--- src/rtl/layer2_pool_reader_pkg.sv ---
// Shared constants and FSM encoding for the layer-2 pooling reader.
package layer2_pkg;

    localparam int unsigned DATA_W     = 18;
    localparam int unsigned MAP_DIM    = 16;
    localparam int unsigned POOL_DIM   = MAP_DIM / 2;
    localparam int unsigned BANK_DEPTH = 256;
    localparam int unsigned ADDR_W     = 9;

    typedef enum logic [2:0] {
        IDLE,
        READ,
        WAIT,
        OUT,
        DONE
    } state_t;

endpackage

--- src/rtl/layer2_pool_reader_addr_gen.sv ---
// Combinational read-address generator for one 2x2 pooling window.
// k selects the tap in issue order: 0 -> (0,0), 1 -> (0,1), 2 -> (1,0), 3 -> (1,1).
module pool_addr_gen #(
    parameter int unsigned ADDR_W  = 9,
    parameter int unsigned MAP_DIM = 16,
    parameter int unsigned CNT_W   = 3
) (
    input  logic [ADDR_W-1:0] base,
    input  logic [CNT_W-1:0]  r,
    input  logic [CNT_W-1:0]  c,
    input  logic [1:0]        k,
    output logic [ADDR_W-1:0] addr
);

    logic [ADDR_W-1:0] row_off;
    logic [ADDR_W-1:0] col_off;
    logic [ADDR_W-1:0] tap_off;

    // Window origin is (2r, 2c) in the map; the tap adds a row and/or column.
    always_comb begin
        row_off = ADDR_W'(r) * ADDR_W'(2 * MAP_DIM);
        col_off = ADDR_W'(c) << 1;
        tap_off = (k[1] ? ADDR_W'(MAP_DIM) : '0) + ADDR_W'(k[0]);
        addr    = base + row_off + col_off + tap_off;
    end

endmodule

--- src/rtl/layer2_pool_reader.sv ---
// Reads a completed 16x16 map from one ping-pong bank, applies 2x2/stride-2
// signed max pooling and streams 64 results over a valid/ready handshake.
module layer2_pool_reader #(
    parameter int unsigned DATA_W     = layer2_pkg::DATA_W,
    parameter int unsigned MAP_DIM    = layer2_pkg::MAP_DIM,
    parameter int unsigned BANK_DEPTH = layer2_pkg::BANK_DEPTH
) (
    input  logic                                 clk,
    input  logic                                 rst,
    input  logic                                 map_ready,
    input  logic                                 map_bank,
    output logic                                 ram_rd,
    output logic [$clog2(2*BANK_DEPTH)-1:0]      ram_addr,
    input  logic signed [DATA_W-1:0]             ram_dout,
    output logic signed [DATA_W-1:0]             out_data,
    output logic                                 out_valid,
    input  logic                                 out_ready,
    output logic                                 busy,
    output logic                                 pool_done,
    output logic                                 overrun
);

    import layer2_pkg::*;

    localparam int unsigned PD = MAP_DIM / 2;
    localparam int unsigned CW = $clog2(PD);
    localparam int unsigned AW = $clog2(2 * BANK_DEPTH);

    state_t state, state_next;

    logic                     prev;
    logic                     start_edge;
    logic [AW-1:0]            base;
    logic [AW-1:0]            gen_addr;
    logic [AW-1:0]            addr_hold;
    logic [CW-1:0]            r;
    logic [CW-1:0]            c;
    logic [1:0]               k;
    logic [1:0]               k_q;
    logic                     rd_q;
    logic                     handshake;
    logic                     last_window;
    logic signed [DATA_W-1:0] max_q;

    assign start_edge  = map_ready & ~prev;
    assign handshake   = (state == OUT) && out_ready;
    assign last_window = (r == CW'(PD - 1)) && (c == CW'(PD - 1));
    assign out_data    = max_q;

    pool_addr_gen #(
        .ADDR_W (AW),
        .MAP_DIM(MAP_DIM),
        .CNT_W  (CW)
    ) u_addr_gen (
        .base(base),
        .r   (r),
        .c   (c),
        .k   (k),
        .addr(gen_addr)
    );

    // State register.
    always_ff @(posedge clk or posedge rst) begin
        if (rst) begin
            state <= IDLE;
        end else begin
            state <= state_next;
        end
    end

    // Next-state logic and state-decoded outputs.
    always_comb begin
        state_next = state;
        ram_rd     = 1'b0;
        busy       = 1'b1;
        out_valid  = 1'b0;
        pool_done  = 1'b0;
        case (state)
            IDLE: begin
                busy = 1'b0;
                if (start_edge) begin
                    state_next = READ;
                end
            end
            READ: begin
                ram_rd = 1'b1;
                if (k == 2'd3) begin
                    state_next = WAIT;
                end
            end
            WAIT: begin
                state_next = OUT;
            end
            OUT: begin
                out_valid = 1'b1;
                if (out_ready) begin
                    state_next = last_window ? DONE : READ;
                end
            end
            DONE: begin
                pool_done  = 1'b1;
                state_next = IDLE;
            end
            default: begin
                state_next = IDLE;
            end
        endcase
    end

    // Address port shows the live address while reading, otherwise the last one issued.
    always_comb begin
        ram_addr = ram_rd ? gen_addr : addr_hold;
    end

    // Start/overrun detection, bank base latch and address hold.
    always_ff @(posedge clk or posedge rst) begin
        if (rst) begin
            prev      <= 1'b1;
            base      <= '0;
            addr_hold <= '0;
            overrun   <= 1'b0;
        end else begin
            prev <= map_ready;
            if (start_edge) begin
                if (state == IDLE) begin
                    base <= map_bank ? AW'(BANK_DEPTH) : '0;
                end else begin
                    overrun <= 1'b1;
                end
            end
            if (state == READ) begin
                addr_hold <= gen_addr;
            end
        end
    end

    // Window and tap counters; r/c advance only on an accepted output.
    // Wrapping r past the last row returns both counters to 0 for the next pass.
    always_ff @(posedge clk or posedge rst) begin
        if (rst) begin
            r <= '0;
            c <= '0;
            k <= '0;
        end else begin
            if ((state == IDLE) && start_edge) begin
                r <= '0;
                c <= '0;
                k <= '0;
            end else if (state == READ) begin
                k <= k + 2'd1;
            end else if (handshake) begin
                if (c == CW'(PD - 1)) begin
                    c <= '0;
                    r <= r + CW'(1);
                end else begin
                    c <= c + CW'(1);
                end
            end
        end
    end

    // Running signed max over the four data returning one cycle after each issue.
    always_ff @(posedge clk or posedge rst) begin
        if (rst) begin
            rd_q  <= 1'b0;
            k_q   <= '0;
            max_q <= '0;
        end else begin
            rd_q <= ram_rd;
            k_q  <= k;
            if (rd_q) begin
                if ((k_q == 2'd0) || (ram_dout > max_q)) begin
                    max_q <= ram_dout;
                end
            end
        end
    end

endmodule

--- config.mk ---
export PLATFORM = sky130hd
export DESIGN_NAME = layer2_pool_reader
export DESIGN_NICKNAME = d
export VERILOG_FILES = /design/src/rtl/layer2_pool_reader_pkg.sv /design/src/rtl/layer2_pool_reader_addr_gen.sv /design/src/rtl/layer2_pool_reader.sv
export SDC_FILE = /design/constraint.sdc
export NUM_CORES = 1
export LEC_CHECK = 0
export BUFFER_PORTS_ARGS = -buffer_cell sky130_fd_sc_hd__buf_4
export CORE_MARGIN = 4
export CORE_UTILIZATION = 57
export CTS_CLUSTER_SIZE = 24
export DETAILED_ROUTE_END_ITERATION = 8
export GPL_ROUTABILITY_DRIVEN = 0
export PLACE_DENSITY = 0.84
export SKIP_LAST_GASP = 1
export SYNTH_ARGS = -nofsm -noshare
export SYNTH_HDL_FRONTEND = slang
export SYNTH_SLANG_ARGS = --single-unit
export TNS_END_PERCENT = 30
--- constraint.sdc ---
create_clock -name clk -period 3.5 [get_ports clk]
set_input_delay 0.35 -clock clk [delete_from_list [all_inputs] [get_ports clk]]
set_output_delay 0.35 -clock clk [all_outputs]
set_load 0.03 [all_outputs]
==> impl_metrics.yaml <==
run_status:
  status: "finished clean"
min_path:
  hp-class: "input port to async pin"
run:
  drv_cap: 0
yosys:
  ys_dominant_reg_cell: "dfrtp_1"
  synth_common_cells: "dfrtp_1, ha_1, inv_1, mux2_2, nand2_1"
  synth_area_um2: 2310
  synth_top_area_share_pct: 46.7
  yosysSeqAreaShare_pct: 47.8
  ys_ff_latch: 44
  synth_cells: 195
  syn_area_per_cell_um2: 11.8
  syn-num-nets: 241
  async_flop_share_pct: 100
  synth_edf_count: 0
  synth_cell_type_count: 33
  yosys.area.top_type: "dfrtp_1"
  yosys_warnings: 0
  yosysMostFrequentCell: "dfrtp_1"
  synth_area_leaders: "dfrtp_1, ha_1, mux2_2"
critical_path:
  critPathCaptureType: "flop"
  required_ns: 3.68
  worstPathMaxFanout: 18
  critical_path_buf_inv_count: 1
  cp_top_family: "compound AO/OA/AOI/OAI gates"
  start_kind: "flop"
  slowest_stage: "mux2_4"
  path_cells: "inv_1 -> ha_1 -> a21oi_1 -> o221ai_1 -> a31oi_1 -> a21boi_1 -> mux2i_1 -> nand3_4 -> mux2_4"
  slowest_delay_ns: 0.39
  critPathKind: "flop to flop"
  crit_arrival_ns: 2.74
global_route:
  overflow: 0
  grt_max_degree: 35
  first_global_vias: 1599
  antenna_found_initial: 0
  grt_pass1_wl_um: 7080
  grt_usage_pct: 17.4
routing:
  drt-pass1-iter-count: 4
  dr_total_vias: 1609
  route.met3.wl_um: 312
  dr_wl_met2_um: 1950
  wl_um: 4280
  wl_per_cell_um: 14.1
  drt_iter0_markers: 72
  route.detailed.drc: 0
  drtAntennaViolNets: 0
  via_per_inst: 5.29
  drt-met1-wl_um: 1980
  highest_layer: "met4"
floorplanning:
  die-area_um2: 5130
  core_um2: 3770
  dieWidth_um: 71.6
  start_util_pct: 61.1
  dieHeight_um: 71.6
  rows: 22
  ios: 55
cts:
  post_cts_buffers: 0
  postCtsHoldBufs: 0
  cts_sinks: 44
  clk_pin_slew_ns: 0.08
  cts_buffer_depth: 2
  ctsResizeCount: 0
  cts_buffers: 5
  insertion_delay_ns: 0.29
  cts_tree: "yes"
  htreeDepth: 2
  root_buffer: "clkbuf_8"
placed_design:
  dp_hpwl_um: 3190
  portBuffers: 54
sta:
  clock.fmax_mhz: 390
  tns_ns: 0
  final_hold_viol_count: 0
  rsz0062_at_grt: "no"
  fin_skew_ns: 0.00226
  timing.final.crit_period_ns: 2.56
  worst_pin_slew_ns: 0.529
  setup_viol: 0
  finalCritPeriodShare_pct: 73.3
  drv_slew: 0
  maxSlewHeadroom_pct: 64.6
power_and_ir_drop:
  ir_drop_uv: 871
  power_density_nw_per_um2: 1040
  p_switching_w: 0.00123
  leakagePower_nw: 1.49
  switching_share_pct: 40.9
  p_seq_share_pct: 29.4
  p_clk_share_pct: 13.8
  total_power_w: 0.00300
  pwr-share-comb_pct: 56.7
  p_int_w: 0.00178
final_layout:
  final_nets: 301
  num_antenna_cells: 0
  layout-area-overhead-vs-synth_pct: 25.5
  drive_gt1_share_pct: 38.7
## layer usage
metal  vias to the layer above  track usage (%)
li1                        802                -
met4                         0             5.64
met2                        46             27.2
met1                       755             23.0
met3                         6             5.33
met5                         -                0
## registers in the layout, summed over array words and instances (netlist names)
signal and cells:
k 2, overrun 1, addr_hold 9, k_q 2
c 3, base 1, r 3, state 3
rd_q 1, out_data 18, prev 1
## final timing paths
check	startpoint	endpoint	slack [ns]	depth (start not counted)
min in group clk	map_ready	prev	0.17	1
worst min-delay path	rst	out_data[14]	0.002	2
worst min register to register	k[1]	k_q[1]	0.44	0
worst max register to register	out_data[13]	out_data[11]	0.94	9
max in group asynchronous	rst	prev	2.75	3
worst max-delay path	out_data[13]	out_data[11]	0.94	9
## per-stage QoR
step           area, um^2  util, %  hold WS [ns]  setup WS (ns)  std cells
2_1_floorplan        2310        -         0.354          0.986        195
3_3_place_gp         2770     73.4         0.315          0.936        296
3_5_place_dp         2770     73.4         0.318          0.920        296
4_1_cts              2890     76.7       0.00413          0.945        304
5_1_grt              2890     76.7        0.0117          0.758        304
6_report             2890     76.7       0.00164          0.935        304
## placed cells by master, fill, tap and decap left out, drive strengths merged, types with 7 or more instances in the layout
cell type | synthesis | layout
dfrtp | 43 | 43
mux2 | 30 | 30
nor2 | 9 | 9
a21oi | 10 | 10
o21ai | 7 | 7
clkbuf | 2 | 7
ha | 23 | 23
nand2 | 14 | 14
buf | 1 | 56
inv | 22 | 21
## cell families after synthesis
kind of cell / synth area share, %
AOI/OAI and AO/OA: 7.76
adders and majority gates: 12.5
buffers and inverters: 4.40
DFF: 47.8
muxes: 17.1
and+or+nand+nor: 10.4
## power groups by stage
stage / Clock (W) / Combinational (W) / Sequential [W]
detailed placement: 0 / 0.00171 / 0.000892
floorplan: 0 / 0.00107 / 0.00107
CTS: 0.000424 / 0.00173 / 0.000884
global route: 0.000442 / 0.00186 / 0.000920
global placement: 0 / 0.00168 / 0.000884
finish: 0.000415 / 0.00170 / 0.000885
## layout make-up
cell class / instances / area (um^2)
Timing Repair Buffer: 56 / 420
Multi-Input combinational cell: 126 / 1100
Sequential cell: 44 / 1100
Clock buffer: 7 / 96.3
Fill cell: 245 / 877
Tap cell: 48 / 60.1
Inverter: 22 / 82.6
Clock inverter: 1 / 30.0
Power figures use the tool's default switching activity.
